### src/rtl/reg_bus_bridge.sv
// rtl/reg_bus_bridge.sv - single-outstanding host-to-register-strobe bridge with address decode
module reg_bus_bridge #(
  parameter int unsigned REG_WIDTH = 32,
  parameter int unsigned ADDR_WIDTH = 12,
  parameter int unsigned NUM_REGS = 8,
  parameter logic [ADDR_WIDTH-1:0] BASE_ADDR = '0,
  parameter int unsigned RD_LAT = 1
) (
  input  logic                          clk,
  input  logic                          rst,
  input  logic                          req_valid,
  output logic                          req_ready,
  input  logic                          req_wr,
  input  logic [ADDR_WIDTH-1:0]         req_addr,
  input  logic [REG_WIDTH-1:0]          req_wdata,
  output logic                          resp_valid,
  input  logic                          resp_ready,
  output logic [REG_WIDTH-1:0]          resp_rdata,
  output logic                          resp_err,
  output logic [NUM_REGS-1:0]           reg_wr_sel,
  output logic                          reg_wr_rd,
  output logic [REG_WIDTH-1:0]          reg_wr_data,
  input  logic [NUM_REGS*REG_WIDTH-1:0] reg_rd_bus
);

  localparam int unsigned IDX_W = (NUM_REGS > 1) ? $clog2(NUM_REGS) : 1;

  typedef enum logic [1:0] {IDLE, ACCESS, WAIT, RESP} state_t;

  state_t                state_q;
  state_t                state_d;
  logic [IDX_W-1:0]      idx_q;
  logic [1:0]            cnt_q;
  logic [ADDR_WIDTH-1:0] off;
  logic                  borrow;
  logic                  dec_err;
  logic [IDX_W-1:0]      dec_idx;
  logic [NUM_REGS-1:0]   dec_sel;
  logic [REG_WIDTH-1:0]  rd_word;
  logic                  accept;
  logic                  sample_rd;

  assign req_ready  = (state_q == IDLE) && !rst;
  assign resp_valid = (state_q == RESP);
  assign accept     = req_valid && req_ready;
  assign sample_rd  = ((state_q == ACCESS) && !reg_wr_rd && (RD_LAT == 0)) ||
                      ((state_q == WAIT) && (cnt_q == 2'd1));

  // Decode the host byte address; the borrow bit flags addresses below the window
  always_comb begin
    {borrow, off} = {1'b0, req_addr} - {1'b0, BASE_ADDR};
    dec_idx = off[2 +: IDX_W];
    dec_err = borrow || (off[1:0] != 2'b00) || ((off >> 2) >= ADDR_WIDTH'(NUM_REGS));
    dec_sel = '0;
    for (int i = 0; i < NUM_REGS; i++) begin
      dec_sel[i] = (dec_idx == IDX_W'(i));
    end
  end

  // Pick the selected register's read word out of the concatenated bus
  always_comb begin
    rd_word = '0;
    for (int i = 0; i < NUM_REGS; i++) begin
      if (idx_q == IDX_W'(i)) begin
        rd_word = reg_rd_bus[i*REG_WIDTH +: REG_WIDTH];
      end
    end
  end

  // Next-state logic
  always_comb begin
    state_d = state_q;
    case (state_q)
      IDLE: begin
        if (accept) begin
          state_d = dec_err ? RESP : ACCESS;
        end
      end
      ACCESS: begin
        state_d = (!reg_wr_rd && (RD_LAT != 0)) ? WAIT : RESP;
      end
      WAIT: begin
        if (cnt_q == 2'd1) begin
          state_d = RESP;
        end
      end
      RESP: begin
        if (resp_ready) begin
          state_d = IDLE;
        end
      end
      default: state_d = IDLE;
    endcase
  end

  // State register
  always_ff @(posedge clk) begin
    if (rst) begin
      state_q <= IDLE;
    end else begin
      state_q <= state_d;
    end
  end

  // Strobe outputs, latched request fields, wait counter and response registers
  always_ff @(posedge clk) begin
    if (rst) begin
      idx_q       <= '0;
      cnt_q       <= '0;
      reg_wr_sel  <= '0;
      reg_wr_rd   <= 1'b0;
      reg_wr_data <= '0;
      resp_rdata  <= '0;
      resp_err    <= 1'b0;
    end else begin
      // The select is a single-cycle pulse covering only the ACCESS cycle
      reg_wr_sel <= '0;
      if (accept && !dec_err) begin
        idx_q       <= dec_idx;
        reg_wr_sel  <= dec_sel;
        reg_wr_rd   <= req_wr;
        reg_wr_data <= req_wdata;
      end
      if (accept && dec_err) begin
        resp_err   <= 1'b1;
        resp_rdata <= '0;
      end
      if (state_q == ACCESS) begin
        cnt_q      <= 2'(RD_LAT);
        resp_err   <= 1'b0;
        resp_rdata <= '0;
      end
      if (state_q == WAIT) begin
        cnt_q <= cnt_q - 2'd1;
      end
      if (sample_rd) begin
        resp_rdata <= rd_word;
      end
      if (resp_valid && resp_ready) begin
        resp_err   <= 1'b0;
        resp_rdata <= '0;
      end
    end
  end

endmodule

### config.mk
export PLATFORM = sky130hd
export DESIGN_NAME = reg_bus_bridge
export DESIGN_NICKNAME = d
export VERILOG_FILES = /design/src/rtl/reg_bus_bridge.sv
export SDC_FILE = /design/constraint.sdc
export NUM_CORES = 1
export LEC_CHECK = 0
export CORE_AREA = 2 2 148 150
export DETAILED_ROUTE_END_ITERATION = 16
export DIE_AREA = 0 0 150 152
export HOLD_SLACK_MARGIN = 0.03
export PLACE_DENSITY = 0.7
export SYNTH_ARGS = -nofsm -noshare
export SYNTH_HDL_FRONTEND = slang
export SYNTH_SLANG_ARGS = --single-unit
### constraint.sdc
create_clock -name clk -period 2.2 [get_ports clk]
set_input_delay 0.66 -clock clk [delete_from_list [all_inputs] [get_ports clk]]
set_output_delay 0.66 -clock clk [all_outputs]
set_load 0.005 [all_outputs]
==> results of run 1 <==
[cell usage after synthesis, drive strengths merged]
cell type / n
nor3: 6
nand2: 74
or2: 2
a221oi: 58
o21ai: 32
o21bai: 1
o21a: 1
nand3: 2
nand4: 1
a21o: 1
a22o: 1
buf: 48
nand4b: 1
o2bb2ai: 2
a211oi: 1
mux2: 30
inv: 6
nor2: 8
and4b: 1
mux4: 5
nand2b: 36
nor2b: 3
nand3b: 1
and2: 2
ha: 6
o22ai: 57
a32o: 30
dfxtp: 81
o211ai: 1
a222oi: 1
and3: 1
mux2i: 61
a21oi: 40
o211a: 1
clkbuf: 20
nor4: 2
[power by group]
group / internal (mW) / switching, mW / total [mW]
clock network: 0.890 / 0.690 / 1.58
logic: 0.897 / 0.556 / 1.45
registers: 1.52 / 0.0428 / 1.56
total: 3.31 / 1.29 / 4.60
[cell type report]
class | count | area [um^2] | area share, %
Timing Repair Buffer | 423 | 4260 | 41.5
Tap cell | 280 | 350 | 3.41
Antenna cell | 2 | 5.00 | 0.0488
Inverter | 6 | 22.5 | 0.219
Clock buffer | 9 | 225 | 2.19
Clock inverter | 7 | 75.1 | 0.731
Sequential cell | 81 | 1640 | 15.9
Multi-Input combinational cell | 469 | 3690 | 35.9
[routing by layer]
metal	share of wire, %	vias up	wire length (um)	GRT usage (%)
met5	0.097	-	25	0
met4	2.0	4	511	6.20
met3	9.6	35	2500	7.60
met2	49	283	12700	38.6
met1	39	3102	10200	25.6
li1	-	3168	-	-
[what timing repair did]
item                                    in CTS  in global routing
gates resized for setup                      8                  1
endpoints found under the setup margin       2                  1
pin swaps                                    0                  0
buffers inserted                             1                  0
[registers in the layout, summed over array words and instances (netlist names)]
| register | flops |
|---|---|
| resp_rdata | 32 |
| reg_wr_data | 32 |
| reg_wr_sel | 8 |
| resp_err | 1 |
| cnt_q | 2 |
| idx_q | 3 |
| state_q | 2 |
| reg_wr_rd | 1 |
[worst paths after layout]
kind                                             startpoint                           to  slack [ns]  cells after the start
worst max register to register        idx_q[1]$_SDFFE_PP0P_   resp_rdata[8]$_SDFFE_PP0P_        0.27                      5
worst min-delay path            reg_wr_data[2]$_SDFFE_PP0P_  reg_wr_data[2]$_SDFFE_PP0P_        0.45                      2
worst min register to register  reg_wr_data[2]$_SDFFE_PP0P_  reg_wr_data[2]$_SDFFE_PP0P_        0.45                      2
worst max-delay path                state_q[1]$_SDFFE_PP0P_                   resp_valid        0.07                      2
[critical path: cells and delay by family (launching register included)]
| kind | cells | cell delay, ns |
|---|---|---|
| buffers and inverters | 1 | 0.53 |
| flip-flops | 1 | 0.38 |
| adder cells (fa/ha/maj) | 1 | 0.22 |
[per-stage QoR]
stage	instance area, um^2	util (%)	setup slack (ns)
finish	10300	48.1	0.0670
detailed placement	9940	46.5	-0.337
global placement	9940	46.5	-0.287
global route	10300	48.1	0.0208
floorplan	5710	-	0.420
CTS	10300	48.0	0.0534
[kinds of logic after synthesis]
| logic type | after synthesis | share of synthesized area [%] |
|---|---|---|
| and+or+nand+nor | 140 | 12.2 |
| buffers and inverters | 74 | 7.41 |
| muxes | 96 | 18.6 |
| adders and majority gates | 6 | 1.31 |
| AOI/OAI and AO/OA | 227 | 32.1 |
| DFF | 81 | 28.4 |
==> results by group, run 1 <==
Status
  • Status: complete, no violations

Clock tree
  • Clk Latency, worst-skew pair: ~0.34 ns
  • Clock root cell: clkbuf_16
  • TritonCTS sink count: 81
  • Inserted Clock Buffers: 9
  • CTS tree: done
  • Hold Buf Count CTS: 0
  • H-Tree Depth: 3
  • CTS max path bufs: 2
  • Clock slew seen by the registers of the worst setup and hold paths: 0.07 ns

Global route
  • Overall global routing resource usage: about 22%
  • Gr ovfl total: 0
  • Initial antenna violation count: 3
  • First-pass GRT wire length: 39.0 mm
  • Vias in the first global route: between 6000 and 7000
  • Largest net degree at the start of global routing: 62

Critical path
  • Critical path startpoint category: flop
  • Slowest CP cell: clkdlybuf4s50_1
  • CP Cell Sequence: ha_1 > clkdlybuf4s50_1
  • CP Capture Type: primary output
  • Crit path max fanout: 5
  • Crit Path Class: flop to primary output
  • CP required: about 1.5 ns
  • Crit path DAT: roughly 1.5 ns
  • Slowest stage delay, CP: roughly 0.53 ns

Floorplan
  • # rows: 54
  • Core ar.: between 20000 and 25000 um^2
  • Initial core utilization: a little over a quarter
  • Die width: 150 um
  • Die area: roughly 23000 um^2
  • Die Ht: 152 um
  • Num ports: 381

Power
  • Power density cells: around 450 nW/um^2
  • Leakage: about 3.5 nW
  • Worst VDD drop: ~0.43 mV
  • Pwr Total: ~4.6 mW

Cells and area
  • Most common cell after layout, fill and taps aside: clkdlybuf4s50_1
  • NumNets Final: ~1300
  • Final Non-Filler Cells: 1277
  • Share of layout cells above drive strength 1: about 12%
  • Commonest cells after routing, fill and taps aside: 378 x clkdlybuf4s50_1, 76 x dfxtp_1, 74 x nand2_1, 61 x mux2i_1, 57 x o22ai_1
  • Fill cells: roughly 2000
  • Synthesis-to-layout area growth: 79.8%

Synth
  • Post-synth top area share: between 20 and 30%
  • Post-synth top area cell: dfxtp_1
  • Netlist cell types: 44
  • Syn nets: a little over 900
  • Mapped cell area: between 5000 and 6000 um^2
  • Post-synthesis sequential area ratio: 28.4%
  • Synthesis-stage register bit count: 81
  • Yosys warns: 0
  • Syn Area/Cell: slightly above 9 um^2
  • Post-synthesis cell count: 624
  • Synth top area cells: dfxtp_1 28%, mux2i_1 11%, a221oi_2 9.5%, o22ai_1 6.2%, mux2_1 5.7%

Timing
  • Clock Skew: 0.00685 ns
  • Final hold viol count: 0
  • Worst Tran Pin Value: approximately 0.8 ns
  • F_max: approximately 0.47 GHz
  • Rel. slew slack: about half
  • Finish-stage setup viols: 0
  • Setup_tns: 0 ns
  • RSZ-0062 raised after global routing: false
  • Fin crit share: 97.0%
  • Max Slew Vio Count: 0
  • Final Critical Period: between 2 and 2.5 ns
  • Min Hold Slack: ~0.45 ns

Route
  • WL/cell: roughly 20 um
  • Vias: about 6600
  • Drt pass-1 iters: 4
  • DR iter-0 viols: between 200 and 300
  • Total Wirelength: around 26 mm
  • DR DRC count: 0
  • ANT nets after route: 0
  • Post-DR vias/cell: about 5.2

Worst hold path
  • Tightest Hold Check Type: flop to flop

Placement
  • Total placed cells including tap cells: roughly 1300
  • DP HPWL: a little under 20 mm
  • Buffers on Ports: 380
  • GPL Wtd Cong: between 0.8 and 0.9

Run
  • Max Cap Viol: 0
No activity file was read; power rests on OpenSTA's default activity.
==> inputs of run 2 (changes only) <==
- SKIP_CTS_REPAIR_TIMING: default -> 1
==> run 2 against run 1 <==
  * Combinational power down 3%
  * Total power down 0.88%
  * Sequential power about the same
  * Final cell count down 0.16%
  * Clock-buffer cell count unchanged
  * Cell area about the same
  * Clock power about the same
  * Worst setup slack better by 0.016 ns
  * First-iteration DRC count down 2.6%
  * Register-to-register slack about the same
  * Via count down 0.27%
  * Largest power group unchanged
==> results by group, run 2 (same netlist as run 1, synthesis figures left out) <==
Placement
  • Buffers on Ports: 380
  • DP HPWL: 19.8 mm
  • GPL Wtd Cong: 0.821

Route
  • ANT nets after route: 0
  • DR iter-0 viols: ~270
  • WL/cell: between 20 and 25 um
  • Post-DR vias/cell: 5.16
  • Drt pass-1 iters: 6
  • Vias: 6574
  • DR DRC count: 0
  • Total Wirelength: ~26 mm

Clock tree
  • Clk Latency, worst-skew pair: 0.35 ns
  • CTS max path bufs: 2
  • CTS tree: done
  • Inserted Clock Buffers: 9
  • H-Tree Depth: 3
  • Clock root cell: clkbuf_16
  • TritonCTS sink count: a little over 80
  • Clock slew seen by the registers of the worst setup and hold paths: approximately 0.07 ns

Timing
  • F_max: between 0.4 and 0.5 GHz
  • Finish-stage setup viols: 0
  • Worst Tran Pin Value: slightly below 0.8 ns
  • Max Slew Vio Count: 0
  • Rel. slew slack: 48.2%
  • RSZ-0062 raised after global routing: false
  • Final Critical Period: roughly 2.1 ns
  • Setup_tns: 0 ns
  • Final hold viol count: 0
  • Clock Skew: ~0.0069 ns
  • Fin crit share: 96.2%

Cells and area
  • Synthesis-to-layout area growth: 79.8%
  • Most common cell after layout, fill and taps aside: clkdlybuf4s50_1
  • Top Registers: reg_wr_data (32), resp_rdata (32), reg_wr_sel (8)
  • Share of layout cells above drive strength 1: 11.5%
  • NumNets Final: 1300
  • Commonest cells after routing, fill and taps aside: 379 x clkdlybuf4s50_1, 76 x dfxtp_1, 74 x nand2_1, 61 x mux2i_1, 57 x o22ai_1

Status
  • Status: complete, no violations

Floorplan
  • Initial core utilization: a little over a quarter
  • Num ports: 381
  • Core ar.: roughly 21000 um^2
  • Die Ht: between 150 and 200 um
  • # rows: 54
  • Die area: roughly 23000 um^2
  • Die width: 150 um

Critical path
  • Critical path startpoint category: flop
  • Crit path DAT: 1.46 ns
  • Crit Path Class: flop to primary output
  • CP Capture Type: primary output
  • Cells on worst reg2reg path: 5
  • CP required: roughly 1.5 ns
  • Crit path max fanout: 5

Power
  • Power density cells: 444 nW/um^2
  • Leakage: ~3.6 nW
  • Worst VDD drop: around 0.4 mV
  • Pwr Total: 4.56 mW

Global route
  • First-pass GRT wire length: ~39 mm
  • Vias in the first global route: 6785
  • Gr ovfl total: 0
  • Largest net degree at the start of global routing: a little over 60
  • Overall global routing resource usage: between 20 and 25%
  • Initial antenna violation count: 2

Worst hold path
  • Hold depth: 2
  • Tightest Hold Check Type: flop to flop

Run
  • Max Cap Viol: 0
==> run 2: cell count changes in the layout (fill, tap and decap cells not counted), moves of 2 or more <==
cell and change:
buf_4 -3, a221oi_1 -2, a221oi_2 +2, dlygate4sd2_1 -2, buf_6 +2
==> run 2: stage by stage <==
stage / utilization (%) / instance area, um^2 / instances / hold slack, ns / worst slack, ns
finish: 48.1 / 10300 / 1275 / 0.453 / 0.0826
global route: 48.1 / 10300 / 1274 / 0.474 / 0.0190
CTS: 47.9 / 10200 / 1274 / 0.457 / -0.273
detailed placement: 46.5 / 9940 / 1258 / 0.446 / -0.337
global placement: 46.5 / 9940 / 1258 / 0.441 / -0.287
floorplan: - / 5710 / 624 / 0.445 / 0.420
==> run 2: path summary, 6_finish.rpt <==
path                               start                          end  slack, ns
max reg2reg        idx_q[1]$_SDFFE_PP0P_   resp_rdata[8]$_SDFFE_PP0P_       0.27
min          reg_wr_data[2]$_SDFFE_PP0P_  reg_wr_data[2]$_SDFFE_PP0P_       0.45
min reg2reg  reg_wr_data[2]$_SDFFE_PP0P_  reg_wr_data[2]$_SDFFE_PP0P_       0.45
max              state_q[1]$_SDFFE_PP0P_                   resp_valid       0.08
==> run 2: power by group <==
group | total, mW | internal (mW) | switching (mW)
Combinational | 1.41 | 0.866 | 0.547
Clock | 1.58 | 0.890 | 0.691
Sequential | 1.56 | 1.52 | 0.0417
Total | 4.56 | 3.28 | 1.28
==> run 2: final cells by class <==
cell class	instances	area [um^2]
repair buffers	422	4270
fillers	2000	11100
diodes	1	2.50
clock buffers	9	225
well taps	280	350
clock inverters	7	75.1
flip-flops and latches	81	1640
multi-input cells	469	3690
inverters	6	22.5
==> run 2: routing by layer <==
| metal | track usage (%) | vias up | wire [um] |
|---|---|---|---|
| li1 | - | 3161 | - |
| met1 | 25.5 | 3074 | 10200 |
| met2 | 38.3 | 297 | 12600 |
| met3 | 7.60 | 38 | 2560 |
| met4 | 6.20 | 4 | 538 |
| met5 | 0 | - | 25 |
==> run 2: critical path: stages, from the launching register on <==
cell and delay, ns:
dfxtp_2 0.37, ha_1 0.21, clkdlybuf4s50_1 0.53
